File: config.mk
export PLATFORM = sky130hd
export DESIGN_NAME = eae_unit_flat
export DESIGN_NICKNAME = d
export VERILOG_FILES = /design/src/rtl/eae_unit_if.sv /design/src/rtl/eae_unit.sv /design/src/flat_wrapper.sv
export SDC_FILE = /design/constraint.sdc
export NUM_CORES = 1
export LEC_CHECK = 0
export ABC_CLOCK_PERIOD_IN_PS = 3300
export CAP_MARGIN = 20
export CELL_PAD_IN_SITES_DETAIL_PLACEMENT = 0
export CELL_PAD_IN_SITES_GLOBAL_PLACEMENT = 1
export CORE_MARGIN = 2
export CORE_UTILIZATION = 45
export DETAILED_ROUTE_END_ITERATION = 16
export PLACE_DENSITY_LB_ADDON = 0.1
export SLEW_MARGIN = 20
export SYNTH_ARGS = -nofsm -noshare
export SYNTH_HDL_FRONTEND = slang
export SYNTH_SLANG_ARGS = --single-unit
File: constraint.sdc
create_clock -name clock -period 3.3 [get_ports clock]
set_input_delay 0.33 -clock clock [delete_from_list [all_inputs] [get_ports clock]]
set_output_delay 0.33 -clock clock [all_outputs]
set_load 0.01 [all_outputs]
File: src/rtl/eae_unit_if.sv
// Request/result bundle between the PDP-8 controller/datapath and the EAE.
// The controller drives the request side; the EAE drives status and result words.
interface eae_unit_if #(parameter int WIDTH = 12);
  logic             start;
  logic             op;
  logic [WIDTH-1:0] ac_in;
  logic [WIDTH-1:0] mq_in;
  logic [WIDTH-1:0] operand;
  logic             busy;
  logic             done;
  logic [WIDTH-1:0] ac_mul;
  logic [WIDTH-1:0] mq_mul;
  logic [WIDTH-1:0] ac_dvi;
  logic [WIDTH-1:0] mq_dvi;
  logic             link_dvi;

  modport master (
    output start, op, ac_in, mq_in, operand,
    input  busy, done, ac_mul, mq_mul, ac_dvi, mq_dvi, link_dvi
  );
  modport slave (
    input  start, op, ac_in, mq_in, operand,
    output busy, done, ac_mul, mq_mul, ac_dvi, mq_dvi, link_dvi
  );
endinterface

File: src/rtl/eae_unit.sv
// PDP-8 EAE: multi-cycle MUY (shift-add) and DVI (restoring divide), one bit per cycle.
// Define EAE_MUY_ACCUM_EN to make MUY add AC into the product (PDP-8/E semantics).
module eae_unit #(
  parameter int WIDTH = 12
) (
  input  logic       clock,
  input  logic       resetN,
  eae_unit_if.slave  bus
);

  typedef enum logic [1:0] {IDLE, MUL, DIV, DONE} state_t;

  state_t               state;
  logic [3:0]           cnt;
  logic                 busy_q, done_q, link_q;
  logic [WIDTH-1:0]     ac_mul_q, mq_mul_q, ac_dvi_q, mq_dvi_q;

  // MUY working set: accumulator, left-shifting multiplicand, right-shifting multiplier
  logic [2*WIDTH:0]     acc;
  logic [2*WIDTH-1:0]   mcand;
  logic [WIDTH-1:0]     mplier;

  // DVI working set: partial remainder, dividend-low/quotient shifter, divisor
  logic [WIDTH-1:0]     rem;
  logic [WIDTH-1:0]     quo;
  logic [WIDTH-1:0]     divisor;

  logic [2*WIDTH:0]     acc_nxt;
  logic [WIDTH:0]       rem_sh, rem_nxt;
  logic [WIDTH-1:0]     quo_nxt;
  logic                 last;
  logic [1:0]           unused_bits;

  always_comb begin
    acc_nxt = mplier[0] ? acc + {1'b0, mcand} : acc;
    rem_sh  = {rem, quo[WIDTH-1]};
    rem_nxt = rem_sh;
    quo_nxt = {quo[WIDTH-2:0], 1'b0};
    if (rem_sh >= {1'b0, divisor}) begin
      rem_nxt = rem_sh - {1'b0, divisor};
      quo_nxt = {quo[WIDTH-2:0], 1'b1};
    end
  end

  assign last = (cnt == 4'(WIDTH-1));
  // Top bits cannot be set: product fits 2*WIDTH, remainder stays below divisor.
  assign unused_bits = {acc_nxt[2*WIDTH], rem_nxt[WIDTH]};

  always_ff @(posedge clock or negedge resetN) begin
    if (!resetN) begin
      state    <= IDLE;
      cnt      <= '0;
      busy_q   <= 1'b0;
      done_q   <= 1'b0;
      link_q   <= 1'b0;
      ac_mul_q <= '0;
      mq_mul_q <= '0;
      ac_dvi_q <= '0;
      mq_dvi_q <= '0;
      acc      <= '0;
      mcand    <= '0;
      mplier   <= '0;
      rem      <= '0;
      quo      <= '0;
      divisor  <= '0;
    end else begin
      done_q <= 1'b0;
      case (state)
        IDLE: if (bus.start) begin
          cnt    <= '0;
          busy_q <= 1'b1;
          if (!bus.op) begin
            state  <= MUL;
`ifdef EAE_MUY_ACCUM_EN
            acc    <= {{(WIDTH+1){1'b0}}, bus.ac_in};
`else
            acc    <= '0;
`endif
            mcand  <= {{WIDTH{1'b0}}, bus.operand};
            mplier <= bus.mq_in;
          end else if (bus.ac_in < bus.operand) begin
            state   <= DIV;
            rem     <= bus.ac_in;
            quo     <= bus.mq_in;
            divisor <= bus.operand;
          end else begin
            // Quotient would not fit (includes divide by zero): report and pass AC/MQ through
            state    <= DONE;
            done_q   <= 1'b1;
            ac_dvi_q <= bus.ac_in;
            mq_dvi_q <= bus.mq_in;
            link_q   <= 1'b1;
          end
        end
        MUL: begin
          acc    <= acc_nxt;
          mcand  <= mcand << 1;
          mplier <= mplier >> 1;
          cnt    <= cnt + 4'd1;
          if (last) begin
            state    <= DONE;
            done_q   <= 1'b1;
            ac_mul_q <= acc_nxt[2*WIDTH-1:WIDTH];
            mq_mul_q <= acc_nxt[WIDTH-1:0];
          end
        end
        DIV: begin
          rem <= rem_nxt[WIDTH-1:0];
          quo <= quo_nxt;
          cnt <= cnt + 4'd1;
          if (last) begin
            state    <= DONE;
            done_q   <= 1'b1;
            ac_dvi_q <= rem_nxt[WIDTH-1:0];
            mq_dvi_q <= quo_nxt;
            link_q   <= 1'b0;
          end
        end
        DONE: begin
          state  <= IDLE;
          busy_q <= 1'b0;
        end
        default: state <= IDLE;
      endcase
    end
  end

  assign bus.busy     = busy_q;
  assign bus.done     = done_q;
  assign bus.ac_mul   = ac_mul_q;
  assign bus.mq_mul   = mq_mul_q;
  assign bus.ac_dvi   = ac_dvi_q;
  assign bus.mq_dvi   = mq_dvi_q;
  assign bus.link_dvi = link_q;

endmodule
File: src/flat_wrapper.sv
// flat-port wrapper written by rule: the top's interface ports become plain ports
module eae_unit_flat 
#(
  parameter int WIDTH = 12
)
  (clock, resetN, bus_start, bus_op, bus_ac_in, bus_mq_in, bus_operand, bus_busy, bus_done, bus_ac_mul, bus_mq_mul, bus_ac_dvi, bus_mq_dvi, bus_link_dvi);
  eae_unit_if #(.WIDTH(WIDTH)) bus_i ();
  input  logic clock;
  input  logic resetN;
  input wire logic [$bits(bus_i.start)-1:0] bus_start;
  input wire logic [$bits(bus_i.op)-1:0] bus_op;
  input wire logic [$bits(bus_i.ac_in)-1:0] bus_ac_in;
  input wire logic [$bits(bus_i.mq_in)-1:0] bus_mq_in;
  input wire logic [$bits(bus_i.operand)-1:0] bus_operand;
  output wire logic [$bits(bus_i.busy)-1:0] bus_busy;
  output wire logic [$bits(bus_i.done)-1:0] bus_done;
  output wire logic [$bits(bus_i.ac_mul)-1:0] bus_ac_mul;
  output wire logic [$bits(bus_i.mq_mul)-1:0] bus_mq_mul;
  output wire logic [$bits(bus_i.ac_dvi)-1:0] bus_ac_dvi;
  output wire logic [$bits(bus_i.mq_dvi)-1:0] bus_mq_dvi;
  output wire logic [$bits(bus_i.link_dvi)-1:0] bus_link_dvi;
  assign bus_i.start = bus_start;
  assign bus_i.op = bus_op;
  assign bus_i.ac_in = bus_ac_in;
  assign bus_i.mq_in = bus_mq_in;
  assign bus_i.operand = bus_operand;
  assign bus_busy = bus_i.busy;
  assign bus_done = bus_i.done;
  assign bus_ac_mul = bus_i.ac_mul;
  assign bus_mq_mul = bus_i.mq_mul;
  assign bus_ac_dvi = bus_i.ac_dvi;
  assign bus_mq_dvi = bus_i.mq_dvi;
  assign bus_link_dvi = bus_i.link_dvi;
  eae_unit #(.WIDTH(WIDTH)) u_core (.clock(clock), .resetN(resetN), .bus(bus_i));
endmodule
### Word level (Yosys, flattened, before mapping)

Cells that the tools add are included.

| operators by class | value |
|---|---|
| eq/ne operators | 12 |
| add/sub/neg operators | 3 |
| reductions and logical operators | 15 |
| multiplexer cells | 49 |
| $lt $le $gt $ge | 2 |

Operator list:

| cell | count |
|---|---|
| $mux 12 | 17 |
| $pmux 12 s2 | 5 |
| $mux 25 | 3 |
| $pmux 25 s2 | 1 |
| $mux 24 | 2 |
| $pmux 24 s2 | 1 |
| $add 25x24->25 | 1 |
| $ge 13x12->1 | 1 |
| $lt 12x12->1 | 1 |
| $reduce_and 4->1 | 3 |
| $sub 12x12->12 | 1 |
| $mux 1 | 11 |
| $ne 2x1->1 const B | 4 |
| $ne 2x2->1 const B | 4 |
| $pmux 4 s2 | 1 |
| $reduce_and 2->1 | 4 |
| $reduce_bool 2->1 | 4 |
| $mux 2 | 3 |
| $pmux 1 s2 | 3 |
| $pmux 2 s3 | 1 |
| $reduce_and 5->1 | 1 |
| $add 4x1->4 const B | 1 |
| $eq 2x2->1 const B | 2 |
| $eq 4x4->1 const B | 1 |
| other kinds (5) | 5 |

| word-level totals | value |
|---|---|
| input bits | 40 |
| logic and storage cells | 97 |
| register bits after elaboration | 154 |

### Logic depth before layout (Yosys ltp)

Gate-level depths: netlist (run 1).

| depth | value |
|---|---|
| depth after elaboration | 5 |
| mapped depth | 10 |

### Worst setup path after synthesis (run 1)

OpenSTA, ideal clock, no wires.

| timing | value |
|---|---|
| path type | register to register |
| from | register u_core.mcand[0] |
| to | register u_core.acc[18] |
| stages on the path, launching flop included | 11 |
| data arrival time | 2.313 ns |
| library setup time | 0.121 ns |
| setup slack | 0.866 ns |
| data required time | 3.179 ns |
| clock period less this slack | 2.434 ns |
| path buffers | 0 |
| cell sequence | dfrtp_1 > ha_1 > inv_1 > fa_1 > and2b_1 > o2111ai_1 > a21boi_2 > a21oi_2 > o31ai_1 > xor2_1 > a22o_1 |

| on the way | value |
|---|---|
| longest elaborated chain between the ends | 3 |

RTL lines:

| what | RTL line | RTL |
|---|---|---|
| from (decl) | eae_unit.sv:20 | `logic [2*WIDTH-1:0] mcand;` |
| from (signal assigned) | eae_unit.sv:79 | `mcand <= {{WIDTH{1'b0}}, bus.operand};` |
| from (signal assigned) | eae_unit.sv:97 | `mcand <= mcand << 1;` |
| $add 25x24->25 | eae_unit.sv:35 | `acc_nxt = mplier[0] ? acc + {1'b0, mcand} : acc;` |
| $mux 25 | eae_unit.sv:35 |  |
| $pmux 25 s2 | eae_unit.sv:68 | `case (state)` |
| to (signal assigned) | eae_unit.sv:96 | `acc <= acc_nxt;` |
| to (decl) | eae_unit.sv:19 | `logic [2*WIDTH:0] acc;` |

No other way between the ends. The select of a mux whose other input is x is not followed.
A chain may end at the register's enable or synchronous reset.

### Worst setup path in the final report (run 1)

| timing | value |
|---|---|
| from | register u_core.acc[0] |
| to | register u_core.acc[14] |

| on the way | value |
|---|---|
| longest elaborated chain between the ends | 3 |

RTL lines:

| what | RTL line |
|---|---|
| $add 25x24->25 | eae_unit.sv:35 |
| $mux 25 | eae_unit.sv:35 |
| $pmux 25 s2 | eae_unit.sv:68 |

No other way between the ends. The select of a mux whose other input is x is not followed.

==> PnR_summary.wiki, run 1 <==
{| class="wikitable"
! Metric !! Value
|-
| Worst Setup End Kind || register
|-
| Most instantiated cells after synthesis || sky130_fd_sc_hd__dfrtp_1 (153), sky130_fd_sc_hd__nand2_1 (147), sky130_fd_sc_hd__o21ai_0 (93)
|-
| Number of rows created at floorplan || 51
|-
| Class of the tightest hold or removal check || in2async
|-
| Main area contributors after synthesis || sky130_fd_sc_hd__dfrtp_1 (43%), sky130_fd_sc_hd__ha_1 (7.1%), sky130_fd_sc_hd__nand2_1 (6.2%)
|-
| Peak per-stage delay on the critical path || 440 ps
|-
| Average vias per placed instance || 5.40
|-
| Starting DRT DRC Count || 373
|-
| Setup repair after global routing missed its margin || no
|-
| Largest net degree at the start of global routing || 87
|-
| Cells resized by post-CTS repair || 0
|-
| Flop and latch count out of synthesis || 153
|-
| Top cell type by total area after synthesis || sky130_fd_sc_hd__dfrtp_1
|-
| Via count || 7046
|-
| Cell area power density || 924 nW/um^2
|-
| Fin crit share || 83.3%
|-
| Crit Path Max Fanout || 6
|-
| Arr. time, crit path || 3060 ps
|-
| Antenna diodes || 0
|-
| DRC errors left || 0
|-
| Area share of the largest cell type after synthesis || 42.8%
|-
| Violated checks || negative hold slack
|-
| Final count of hold timing violations || 12
|-
| Static Leakage || 0.00492 uW
|-
| Mean instance size in the synthesized netlist || 9.43 sq um
|-
| Root buffer cell || sky130_fd_sc_hd__clkbuf_16
|-
| Chip width || 145 um
|-
| Number of detailed-route iterations in the first pass || 4
|-
| Maximum vdd drop || 0.000478 V
|-
| Clk sinks || 153
|-
| Layout overhead on the synthesized area || 21.1%
|-
| Routed wire length per instance || 16.5 um
|-
| Setup TNS Final || 0 ps
|-
| Total of fill cells in the finished design || 1811
|-
| Min Tclk post-route || 2750 ps
|-
| Remaining max-slew budget at the tightest pin || 44.5%
|-
| TritonCTS clock tree || yes
|-
| Number of synthesized flops with an enable pin || 0
|-
| Number of global-route vias before repair || 6902
|-
| Adder-cell share of the synthesized area || 7.58%
|-
| Clock buffer count from CTS || 17
|-
| Number of H-tree branching levels || 4
|-
| Slowest stage cell on the critical path || sky130_fd_sc_hd__o21ai_0
|-
| Placed instance count || 1272
|-
| # Max-Cap Violations || 0
|-
| Count of input and output buffers || 90
|-
| Number of antenna violations at the first check in global routing || 0
|-
| Initial core utilization || 46.0%
|-
| Type of the setup path with the least slack || reg2reg
|-
| Tightest Pin Transition || 833 ps
|-
| Unique masters post-synth || 71
|-
| Number of post-CTS setup repair buffers || 0
|-
| Cell-by-cell trace of the critical path || ha_1 > inv_1 > fa_1 > and2b_1 > o2111ai_1 > a21boi_2 > a21oi_2 > o21ai_0 > xor2_1 > a22o_1
|-
| Yosys warning count || 0
|-
| Compound-gate portion of the synthesized area || 19.8%
|-
| Most repeated cell in the gate-level netlist after synthesis || sky130_fd_sc_hd__dfrtp_1
|-
| Total number of nets in the final design || 1119
|-
| Finish-stage setup viols || 0
|-
| Clock insertion delay at the later pin of the skew report || 420 ps
|-
| Top-level I/O count || 91
|-
| Number of nets produced by synthesis || 1042
|-
| Global route overflow || 0
|-
| Final ANT Viol Nets || 0
|-
| Xor and xnor area share after synthesis || 2.25%
|-
| Worst path required time || 3610 ps
|-
| Global Route Usage Sum || 20.9%
|-
| Std-Cell Core Area || 19500 sq um
|-
| Final instance count without filler cells || 1304
|-
| Setup skew after layout || 12.5 ps
|-
| Max-slew violation count || 0
|-
| Final Wtd Congestion || 0.874
|-
| Area of the mapped netlist || 8950 sq um
|-
| Vertical die dimension || 145 um
|-
| Predominant post-synthesis flop cell || sky130_fd_sc_hd__dfrtp_1
|-
| Fraction of synthesized area in multiplexers || 9.16%
|-
| Hold-fix buffer count after cts || 0
|-
| Status || finished, violations left
|-
| Main combinational cell family by area after synthesis || compound AO/OA/AOI/OAI gates
|-
| Portion of the post-synthesis area used by sequential elements || 42.8%
|-
| Drt total wl || 21.5 mm
|-
| Area of the die || 21000 sq um
|-
| Ratio of cells with drive above 1 in the final layout || 10.9%
|-
| Max Fclk || 0.364 GHz
|-
| Worst Hold Slack || -27.2 ps
|-
| Share of flip-flops with an asynchronous set or reset || 100%
|-
| Post-synthesis simple-gate area fraction || 14.3%
|-
| Core Util, Final || 55.7%
|-
| Critical path startpoint category || register
|-
| Worst-case clock buffer depth || 2
|-
| Clock transition at the registers of the reported paths || 70 ps
|-
| Cells after Synth || 949
|-
| First-pass GRT wire length || 35.8 mm
|-
| Placed wire-length estimate after detailed placement || 15.5 mm
|}
metal layers:
layer  track usage [%]  vias to the layer above  share of wire [%]
met1              29.3                     3374                 50
met3              3.68                       13                3.1
met4              5.10                        0                1.2
li1                  -                     3547                  -
met2              33.8                      112                 46
met5                 0                        -                  0
sequential cells by signal, summed over array words and instances (netlist names):
signal / count
u_core.acc: 24
u_core.mcand: 24
u_core.bus.ac_dvi: 12
u_core.bus.ac_mul: 12
u_core.bus.mq_dvi: 12
u_core.bus.mq_mul: 12
u_core.divisor: 12
u_core.mplier: 12
u_core.quo: 12
u_core.rem: 12
u_core.cnt: 4
u_core.state: 2
u_core.bus.busy: 1
u_core.bus.done: 1
u_core.bus.link_dvi: 1
where the power goes:
part           leakage (uW)  switching, uW  total, uW  internal, uW
registers           0.00197            434       2940          2500
logic               0.00262           2750       4890          2140
clock network      0.000322            885       2190          1300
through the flow:
stage | area [sq um] | hold slack, ps | total power [uW] | worst slack [ps]
floorplan | 8950 | 34.4 | 6410 | 866
global placement | 10200 | 463 | 7810 | 436
detailed placement | 10200 | 468 | 7850 | 414
CTS | 10800 | 9.56 | 10100 | 544
global route | 10800 | 39.9 | 10800 | 351
finish | 10800 | -27.2 | 10000 | 550
critical path: cells and delay by family, from the launching register on:
family	cells	cell delay, ps
AOI/OAI and AO/OA	5	1230
adders and majority gates	2	600
and+or+nand+nor	1	230
buffers and inverters	1	60
DFF	1	400
xor gates and xnor gates	1	120
cell type report:
type                       instances  area (sq um)  share of cell area [%]
multi-input combinational        705          4790                    44.2
sequential                       153          3830                    35.3
timing repair buffer             109          1080                    9.99
clock buffer                      17           425                    3.93
tap                              265           332                    3.06
clock inverter                    15           228                    2.10
inverter                          40           150                    1.39
logic make-up after synthesis:
family,after synthesis
mux,77
simple gates,277
flops,153
compound gates,275
fa+ha+maj,53
xor+xnor,23
buf+inv,91
path summary, 6_finish.rpt:
kind,start,to,slack (ps),depth (start not counted)
min,resetN,u_core.bus.mq_mul[4],-30,1
max,u_core.acc[0],u_core.acc[14],550,10
min in group clock,u_core.bus.mq_mul[4],u_core.bus.mq_mul[4],480,2
max reg2reg,u_core.acc[0],u_core.acc[14],550,10
max in group asynchronous,resetN,u_core.rem[8],2500,2
min reg2reg,u_core.bus.mq_mul[4],u_core.bus.mq_mul[4],480,2
cell usage in the layout (no fill, tap or decap), types with 3 or more instances in the layout:
master,instances
sky130_fd_sc_hd__a31oi_1,6
sky130_fd_sc_hd__clkbuf_16,17
sky130_fd_sc_hd__nand3_1,10
sky130_fd_sc_hd__clkdlybuf4s50_1,89
sky130_fd_sc_hd__inv_6,6
sky130_fd_sc_hd__o311ai_1,4
sky130_fd_sc_hd__buf_4,16
sky130_fd_sc_hd__o211ai_1,10
sky130_fd_sc_hd__o21a_1,8
sky130_fd_sc_hd__xnor2_1,12
sky130_fd_sc_hd__inv_8,3
sky130_fd_sc_hd__inv_1,40
sky130_fd_sc_hd__o21ai_1,15
sky130_fd_sc_hd__and2_1,4
sky130_fd_sc_hd__dfrtp_1,153
sky130_fd_sc_hd__nor3b_1,3
sky130_fd_sc_hd__mux2i_1,37
sky130_fd_sc_hd__or3_1,5
sky130_fd_sc_hd__mux2_2,38
sky130_fd_sc_hd__a22o_1,22
sky130_fd_sc_hd__a21boi_0,4
sky130_fd_sc_hd__o31ai_1,5
sky130_fd_sc_hd__nand2b_1,12
sky130_fd_sc_hd__ha_1,50
sky130_fd_sc_hd__buf_12,3
sky130_fd_sc_hd__nand2_1,147
sky130_fd_sc_hd__nand4_1,5
sky130_fd_sc_hd__xor2_1,11
sky130_fd_sc_hd__a211oi_1,5
sky130_fd_sc_hd__bufinv_16,4
sky130_fd_sc_hd__nor3_1,15
sky130_fd_sc_hd__o21ai_0,93
sky130_fd_sc_hd__nand3b_1,4
sky130_fd_sc_hd__nor2_1,35
sky130_fd_sc_hd__a21oi_1,57
sky130_fd_sc_hd__and3_1,21
sky130_fd_sc_hd__a21o_1,14
sky130_fd_sc_hd__nor2b_1,5
(Power assumes the default switching activity.)
==> run 2: changes to the inputs <==
--- a/config.mk
+++ b/config.mk
@@ -5,12 +5,12 @@
 export SDC_FILE = /design/constraint.sdc
 export NUM_CORES = 1
 export LEC_CHECK = 0
-export ABC_CLOCK_PERIOD_IN_PS = 3300
+export ABC_CLOCK_PERIOD_IN_PS = 2200
 export CAP_MARGIN = 20
 export CELL_PAD_IN_SITES_DETAIL_PLACEMENT = 0
 export CELL_PAD_IN_SITES_GLOBAL_PLACEMENT = 1
 export CORE_MARGIN = 2
-export CORE_UTILIZATION = 45
+export CORE_UTILIZATION = 40
 export DETAILED_ROUTE_END_ITERATION = 16
 export PLACE_DENSITY_LB_ADDON = 0.1
 export SLEW_MARGIN = 20
==> constraint.sdc (replaced) <==
create_clock -name clock -period 2.2 [get_ports clock]
set_input_delay 0.22 -clock clock [delete_from_list [all_inputs] [get_ports clock]]
set_output_delay 0.22 -clock clock [all_outputs]
set_load 0.01 [all_outputs]
==> run 2 against run 1 <==
The flow finishes with violations (negative setup slack). Clock skew down 0.88 ps. Setup slack worse by 900 ps. Via count increased by 12%. Cell area rose by 23%. Flip-flop and latch count is the same. Cell count up 17%. Largest power group unchanged.
==> PnR_summary.wiki, run 2 (same netlist as run 1, synthesis figures left out) <==
{| class="wikitable"
! Metric !! Value
|-
| Status || finished, violations left
|-
| Violated checks || negative setup slack
|-
| Count of input and output buffers || 90 (unchanged)
|-
| Finish-stage setup viols || 55 (+55)
|-
| Fin crit share || 116% (+32 points)
|-
| Fraction of power consumed by the clock network || 15.3% (-6.6 points)
|-
| Crit. Startpoint || u_core.divisor[1]
|-
| Number of rows created at floorplan || 54 (+5.9%)
|-
| Remaining max-slew budget at the tightest pin || 62.5% (+18 points)
|-
| Regs by FF count || u_core.acc x24, u_core.mcand x24
|-
| Average vias per placed instance || 5.19 (-4.0%)
|-
| Maximum vdd drop || 0.000951 V (+99%)
|-
| # Max-Cap Violations || 0 (unchanged)
|-
| Setup repair after global routing missed its margin || yes
|-
| TritonCTS clock tree || yes
|-
| Final ANT Viol Nets || 0 (unchanged)
|-
| Cell area power density || 1430 nW/um^2 (+55%)
|-
| Starting DRT DRC Count || 342 (-8.3%)
|-
| Total chip power || 19000 uW (+90%)
|-
| Sequential share of power || 23.3% (-6.0 points)
|-
| Static Leakage || 0.00622 uW (+26%)
|-
| Antenna diodes || 0 (unchanged)
|-
| Root buffer cell || sky130_fd_sc_hd__clkbuf_16
|-
| Worst Setup End Kind || register
|-
| Worst-case clock buffer depth || 2 (unchanged)
|-
| Clock insertion delay at the later pin of the skew report || 440 ps (+20 ps)
|-
| Chip width || 154 um (+5.9%)
|-
| Placed wire-length estimate after detailed placement || 18.2 mm (+17%)
|-
| Pre-CTS setup slack || -559 ps (-973 ps)
|-
| Worst setup slack after layout || -348 ps (-898 ps)
|-
| Clock buffer count from CTS || 17 (unchanged)
|-
| First-pass GRT wire length || 42.1 mm (+17%)
|-
| Top-level I/O count || 91 (unchanged)
|-
| Clk sinks || 153 (unchanged)
|-
| Type of the setup path with the least slack || reg2reg
|-
| Global Route Usage Sum || 22.0% (+1.1 points)
|-
| Layout overhead on the synthesized area || 48.3%
|-
| Setup skew after layout || 11.6 ps (-0.880 ps)
|-
| Min Tclk post-route || 2550 ps (-202 ps)
|-
| Leading cell type in the layout, fill and taps excluded || sky130_fd_sc_hd__buf_4
|-
| Worst setup path endpoint || u_core.bus.ac_dvi[9]
|-
| Worst path required time || 2570 ps (-1040 ps)
|-
| DRC errors left || 0 (unchanged)
|-
| Number of global-route vias before repair || 8179 (+19%)
|-
| Total number of nets in the final design || 1326 (+18%)
|-
| Number of detailed-route iterations in the first pass || 5 (+1)
|-
| Switch Pwr || 7740 uW (+90%)
|-
| Number of antenna violations at the first check in global routing || 0 (unchanged)
|-
| Ratio of cells with drive above 1 in the final layout || 33.3% (+22 points)
|-
| Switching part of the total power || 40.7% (+0.13 points)
|-
| Max Fclk || 0.393 GHz (+7.9%)
|-
| Global route overflow || 0 (unchanged)
|-
| Final count of hold timing violations || 0 (-12)
|-
| Routed wire length per instance || 16.7 um (+1.2%)
|-
| Worst flop-to-flop path endpoint || u_core.bus.ac_dvi[9]
|-
| Combinational cell fraction of total power || 61.3% (+13 points)
|-
| Drt total wl || 25.5 mm (+18%)
|-
| Internal power || 11300 uW (+89%)
|-
| Critical path startpoint category || register
|-
| Via count || 7916 (+12%)
|-
| Arr. time, crit path || 2920 ps (-140 ps)
|-
| Area of the die || 23600 sq um (+12%)
|-
| Worst Hold Slack || 229 ps (+256 ps)
|-
| Tightest Pin Transition || 562 ps (-271 ps)
|-
| Top library cells by usage in the layout, fill and taps aside || sky130_fd_sc_hd__buf_4 (198), sky130_fd_sc_hd__dfrtp_1 (153), sky130_fd_sc_hd__nand2_1 (142)
|-
| Largest net degree at the start of global routing || 57 (-34%)
|-
| Vertical die dimension || 154 um (+5.9%)
|-
| R2R Setup Slk || -350 ps (-900 ps)
|-
| Clock transition at the registers of the reported paths || 70 ps (about the same)
|-
| Initial core utilization || 40.9% (-5.1 points)
|-
| Final Wtd Congestion || 0.854 (-2.3%)
|-
| Crit Reg-Reg Startpoint || u_core.divisor[1]
|-
| Class of the tightest hold or removal check || in2reg
|-
| Worst Reg-to-Reg Cells || 12 (+2)
|-
| Number of H-tree branching levels || 4 (unchanged)
|-
| Crit Path Max Fanout || 3 (-3)
|-
| Std-Cell Core Area || 21900 sq um (+12%)
|-
| Max-slew violation count || 0 (unchanged)
|}
run 2: worst min-delay path by stage:
stage / slack, ps / cells after the start / startpoint / endpoint
2_1_floorplan: -80 / 0 / resetN / u_core.acc[0]
3_3_place_gp: 230 / 1 / resetN / u_core.bus.mq_mul[3]
3_5_place_dp: 230 / 1 / resetN / u_core.bus.mq_mul[3]
4_1_cts: 220 / 3 / bus_operand[5] / u_core.divisor[5]
5_1_grt: 230 / 3 / bus_operand[6] / u_core.divisor[6]
6_report: 230 / 3 / bus_operand[5] / u_core.divisor[5]
run 2: per-layer routing:
| metal | global-route usage [%] | share of wire (%) | up-vias |
|---|---|---|---|
| li1 | - | - | 3958 |
| met1 | 30.3 | 48 | 3766 |
| met2 | 35.6 | 47 | 155 |
| met3 | 3.69 | 3.4 | 37 |
| met4 | 6.73 | 1.9 | 0 |
| met5 | 0 | 0 | - |
run 2: area by class of cell:
class	instances	area, sq um
multi-input cells	705	5540
inverters	40	150
flip-flops and latches	153	3830
well taps	280	350
repair buffers	316	2830
clock buffers	17	425
clock inverters	15	151
fillers	1853	8620
run 2: critical path, cell delays in order (launching register included):
cell	delay, ps
sky130_fd_sc_hd__dfrtp_1	430
sky130_fd_sc_hd__inv_2	80
sky130_fd_sc_hd__ha_4	200
sky130_fd_sc_hd__nor2b_4	120
sky130_fd_sc_hd__o31a_1	340
sky130_fd_sc_hd__buf_4	170
sky130_fd_sc_hd__nor4_4	180
sky130_fd_sc_hd__buf_4	190
sky130_fd_sc_hd__o21ai_4	80
sky130_fd_sc_hd__buf_6	130
sky130_fd_sc_hd__o32a_1	170
sky130_fd_sc_hd__a21oi_2	210
sky130_fd_sc_hd__mux2_4	180
run 2: per-stage QoR:
stage	instance area, sq um	TNS (ps)	instances	util [%]
5_1_grt	13300	-16910	1526	60.6
2_1_floorplan	8990	-294	949	-
6_report	13300	-10790	1526	60.6
4_1_cts	12900	-9770	1520	59.0
3_3_place_gp	11600	-31990	1467	53.1
3_5_place_dp	11600	-34290	1467	53.1
run 2: power by group through the flow:
stage	sequential [uW]	combinational (uW)	clock [uW]
after floorplan	4370	5340	0
after global placement	4390	9190	0
after detailed placement	4400	9290	0
after CTS	4410	10800	2970
after global routing	4550	12700	3110
final	4430	11600	2910
run 2: what timing repair did:
action,CTS,global route
resized for setup,124,56
setup buffers,19,8
hold buffers,1,0
pin swaps,70,61
hold endpoints to repair,53,0
cloned,2,2
setup endpoints to repair,78,81
==> run 3: changes to the inputs <==
--- a/config.mk
+++ b/config.mk
@@ -10,8 +10,9 @@
 export CELL_PAD_IN_SITES_DETAIL_PLACEMENT = 0
 export CELL_PAD_IN_SITES_GLOBAL_PLACEMENT = 1
 export CORE_MARGIN = 2
-export CORE_UTILIZATION = 40
+export CORE_UTILIZATION = 38
 export DETAILED_ROUTE_END_ITERATION = 16
+export GPL_TIMING_DRIVEN = 0
 export PLACE_DENSITY_LB_ADDON = 0.1
 export SLEW_MARGIN = 20
 export SYNTH_ARGS = -nofsm -noshare
==> run 3 against run 2 <==
The run still ends with negative setup slack left. Cell area decreased by 6.4%. Clock power increased by 5%. Largest cell class unchanged. Cell count decreased by 4.7%. Worst hold slack got worse by 100 ps. Via count decreased by 2.7%.
==> PnR_summary.wiki, run 3 (same netlist as run 1, synthesis figures left out) <==
{| class="wikitable"
! Metric !! Value
|-
| Layout overhead on the synthesized area || 38.9%
|-
| Cell area after placement || 10300 sq um (-11%)
|-
| Largest net degree at the start of global routing || 94 (+65%)
|-
| Setup skew after layout || 14.8 ps (+3.15 ps)
|-
| Multi-input logic area || 5680 sq um (+2.5%)
|-
| Count of input and output buffers || 90 (unchanged)
|-
| Tightest Pin Transition || 796 ps (+234 ps)
|-
| Number of global-route vias before repair || 7575 (-7.4%)
|-
| Critical path startpoint category || register
|-
| Worst setup slack after layout || -285 ps (+63.0 ps)
|-
| Worst-case clock buffer depth || 2 (unchanged)
|-
| Total of fill cells in the finished design || 2154 (+16%)
|-
| Clock buffer count from CTS || 17 (unchanged)
|-
| Ratio of cells with drive above 1 in the final layout || 27.8% (-5.5 points)
|-
| Total chip power || 18500 uW (-2.8%)
|-
| Cell area power density || 1490 nW/um^2 (+3.9%)
|-
| Worst path required time || 2510 ps (-60 ps)
|-
| Total number of nets in the final design || 1215 (-8.4%)
|-
| Number of antenna violations at the first check in global routing || 1 (+1)
|-
| Global Route Usage Sum || 21.9% (-0.15 points)
|-
| Leading cell type in the layout, fill and taps excluded || sky130_fd_sc_hd__dfrtp_1
|-
| Register Area || 3840 sq um (+0.20%)
|-
| Initial core utilization || 38.5% (-2.4 points)
|-
| Peak per-stage delay on the critical path || 430 ps (about the same)
|-
| Vertical die dimension || 157 um (+2.5%)
|-
| Average vias per placed instance || 5.30 (+2.1%)
|-
| Std-Cell Core Area || 23300 sq um (+6.3%)
|-
| Number of H-tree branching levels || 4 (unchanged)
|-
| Top-level I/O count || 91 (unchanged)
|-
| Finish-stage setup viols || 46 (-16%)
|-
| Worst Setup End Kind || register
|-
| First-pass GRT wire length || 41.7 mm (-0.84%)
|-
| Routed wire length per instance || 18.2 um (+9.0%)
|-
| Class of the tightest hold or removal check || in2reg
|-
| # Max-Cap Violations || 0 (unchanged)
|-
| Via count || 7699 (-2.7%)
|-
| Slowest stage cell on the critical path || sky130_fd_sc_hd__dfrtp_1
|-
| Drt total wl || 26.5 mm (+3.9%)
|-
| Area of the die || 24800 sq um (+5.1%)
|-
| Cell-by-cell trace of the critical path || ha_4 > nand4b_1 > nor4_4 > a2111oi_4 > buf_4 > o21ai_4 > buf_6 > o32a_1 > a21oi_2 > mux2_4
|-
| Remaining max-slew budget at the tightest pin || 46.9% (-16 points)
|-
| Max-slew violation count || 0 (unchanged)
|-
| Core Util, Final || 53.4% (-7.2 points)
|-
| Family of cells with the greatest summed delay on the critical path || simple AND/OR/NAND/NOR gates
|-
| Setup repair after global routing missed its margin || yes
|-
| Placed wire-length estimate after detailed placement || 18.6 mm (+2.3%)
|-
| Number of detailed-route iterations in the first pass || 7 (+2)
|-
| Starting DRT DRC Count || 390 (+14%)
|-
| Final design instance area without fill || 12400 sq um (-6.4%)
|-
| Type of the setup path with the least slack || reg2reg
|-
| Top library cells by usage in the layout, fill and taps aside || sky130_fd_sc_hd__dfrtp_1 (147), sky130_fd_sc_hd__nand2_1 (137), sky130_fd_sc_hd__o21ai_0 (73)
|-
| Static Leakage || 0.00546 uW (-12%)
|-
| Fin crit share || 113% (-2.9 points)
|-
| Antenna diodes || 0 (unchanged)
|-
| Final Wtd Congestion || 0.841 (-1.5%)
|-
| Violated checks || negative setup slack
|-
| Number of rows created at floorplan || 56 (+3.7%)
|-
| Min Tclk post-route || 2480 ps (-63.0 ps)
|-
| Clock transition at the registers of the reported paths || 70 ps (about the same)
|-
| Clock insertion delay at the later pin of the skew report || 440 ps (about the same)
|-
| Clk sinks || 153 (unchanged)
|-
| Global route overflow || 0 (unchanged)
|-
| Status || finished, violations left
|-
| Maximum vdd drop || 0.000724 V (-24%)
|-
| Final count of hold timing violations || 0 (unchanged)
|-
| Max Fclk || 0.402 GHz (+2.5%)
|-
| Root buffer cell || sky130_fd_sc_hd__clkbuf_16
|-
| Final ANT Viol Nets || 0 (unchanged)
|-
| Crit Path Max Fanout || 5 (+2)
|-
| Arr. time, crit path || 2800 ps (-120 ps)
|-
| TritonCTS clock tree || yes
|-
| Regs by FF count || u_core.acc x24, u_core.mcand x24
|-
| Worst Path Buf+Inv || 2 (-2)
|-
| DRC errors left || 0 (unchanged)
|-
| Chip width || 157 um (+2.5%)
|}
-- run 3: changes by cell type in the layout (fill, tap and decap cells not counted), moves of 6 or more --
cell / delta
sky130_fd_sc_hd__a21oi_2: +6
sky130_fd_sc_hd__dfrtp_1: -6
sky130_fd_sc_hd__ha_1: -9
sky130_fd_sc_hd__buf_12: -7
sky130_fd_sc_hd__ha_4: +7
sky130_fd_sc_hd__clkbuf_1: +17
sky130_fd_sc_hd__dfrtp_2: +6
sky130_fd_sc_hd__clkbuf_2: +9
sky130_fd_sc_hd__buf_4: -144
sky130_fd_sc_hd__a21oi_1: -7
sky130_fd_sc_hd__buf_2: +8
-- run 3: tightest hold or removal path: stages --
cell	delay, ps
sky130_fd_sc_hd__clkbuf_2	130
sky130_fd_sc_hd__inv_1	80
sky130_fd_sc_hd__o21ai_0	80
-- run 3: what timing repair did --
action,CTS,global route
hold buffers,1,0
buffers inserted,43,21
resized for setup,140,122
gates cloned,1,0
endpoints found under the setup margin,135,103
pin swaps,54,54
hold endpoints to repair,60,0
-- run 3: final timing paths --
path | startpoint | to | slack (ps) | depth (start not counted)
max in group asynchronous | resetN | u_core.rem[10] | 1000 | 3
min in group asynchronous | resetN | u_core.bus.mq_mul[5] | 320 | 2
min | bus_operand[11] | u_core.divisor[11] | 130 | 3
max reg2reg | u_core.rem[9] | u_core.bus.ac_dvi[9] | -280 | 10
max | u_core.rem[9] | u_core.bus.ac_dvi[9] | -280 | 10
min reg2reg | u_core.mplier[5] | u_core.mplier[5] | 480 | 2
-- run 3: final cells by class --
class,count,area share [%]
multi-input cells,705,45.7
flip-flops and latches,153,30.9
repair buffers,156,11.9
clock inverters,15,1.44
inverters,40,1.21
well taps,319,3.21
clock buffers,17,3.42
plain buffers,49,2.30
-- run 3: routing by layer --
layer,vias to the layer above,routed length (um),global-route usage (%),part of all wire [%]
li1,3737,-,-,-
met1,3762,12400,29.7,47
met2,170,12700,36.2,48
met3,30,801,3.00,3.0
met4,0,492,6.84,1.9
met5,-,0,0,0
-- run 3: per-stage QoR --
step | std cells | setup WS, ps | hold WS [ps] | setup TNS, ps
global placement | 1358 | -5820 | 463 | -963640
detailed placement | 1359 | -1070 | 205 | -81700
finish | 1454 | -285 | 127 | -8030
global route | 1454 | -369 | 138 | -13060
CTS | 1435 | -274 | 236 | -8940
floorplan | 949 | -84.5 | -75.6 | -294
-- run 3: power breakdown --
part | total [uW] | internal (uW) | switching [uW]
Clock | 3050 | 1630 | 1420
Combinational | 10900 | 5290 | 5600
Sequential | 4520 | 3760 | 759
Total | 18500 | 10700 | 7780
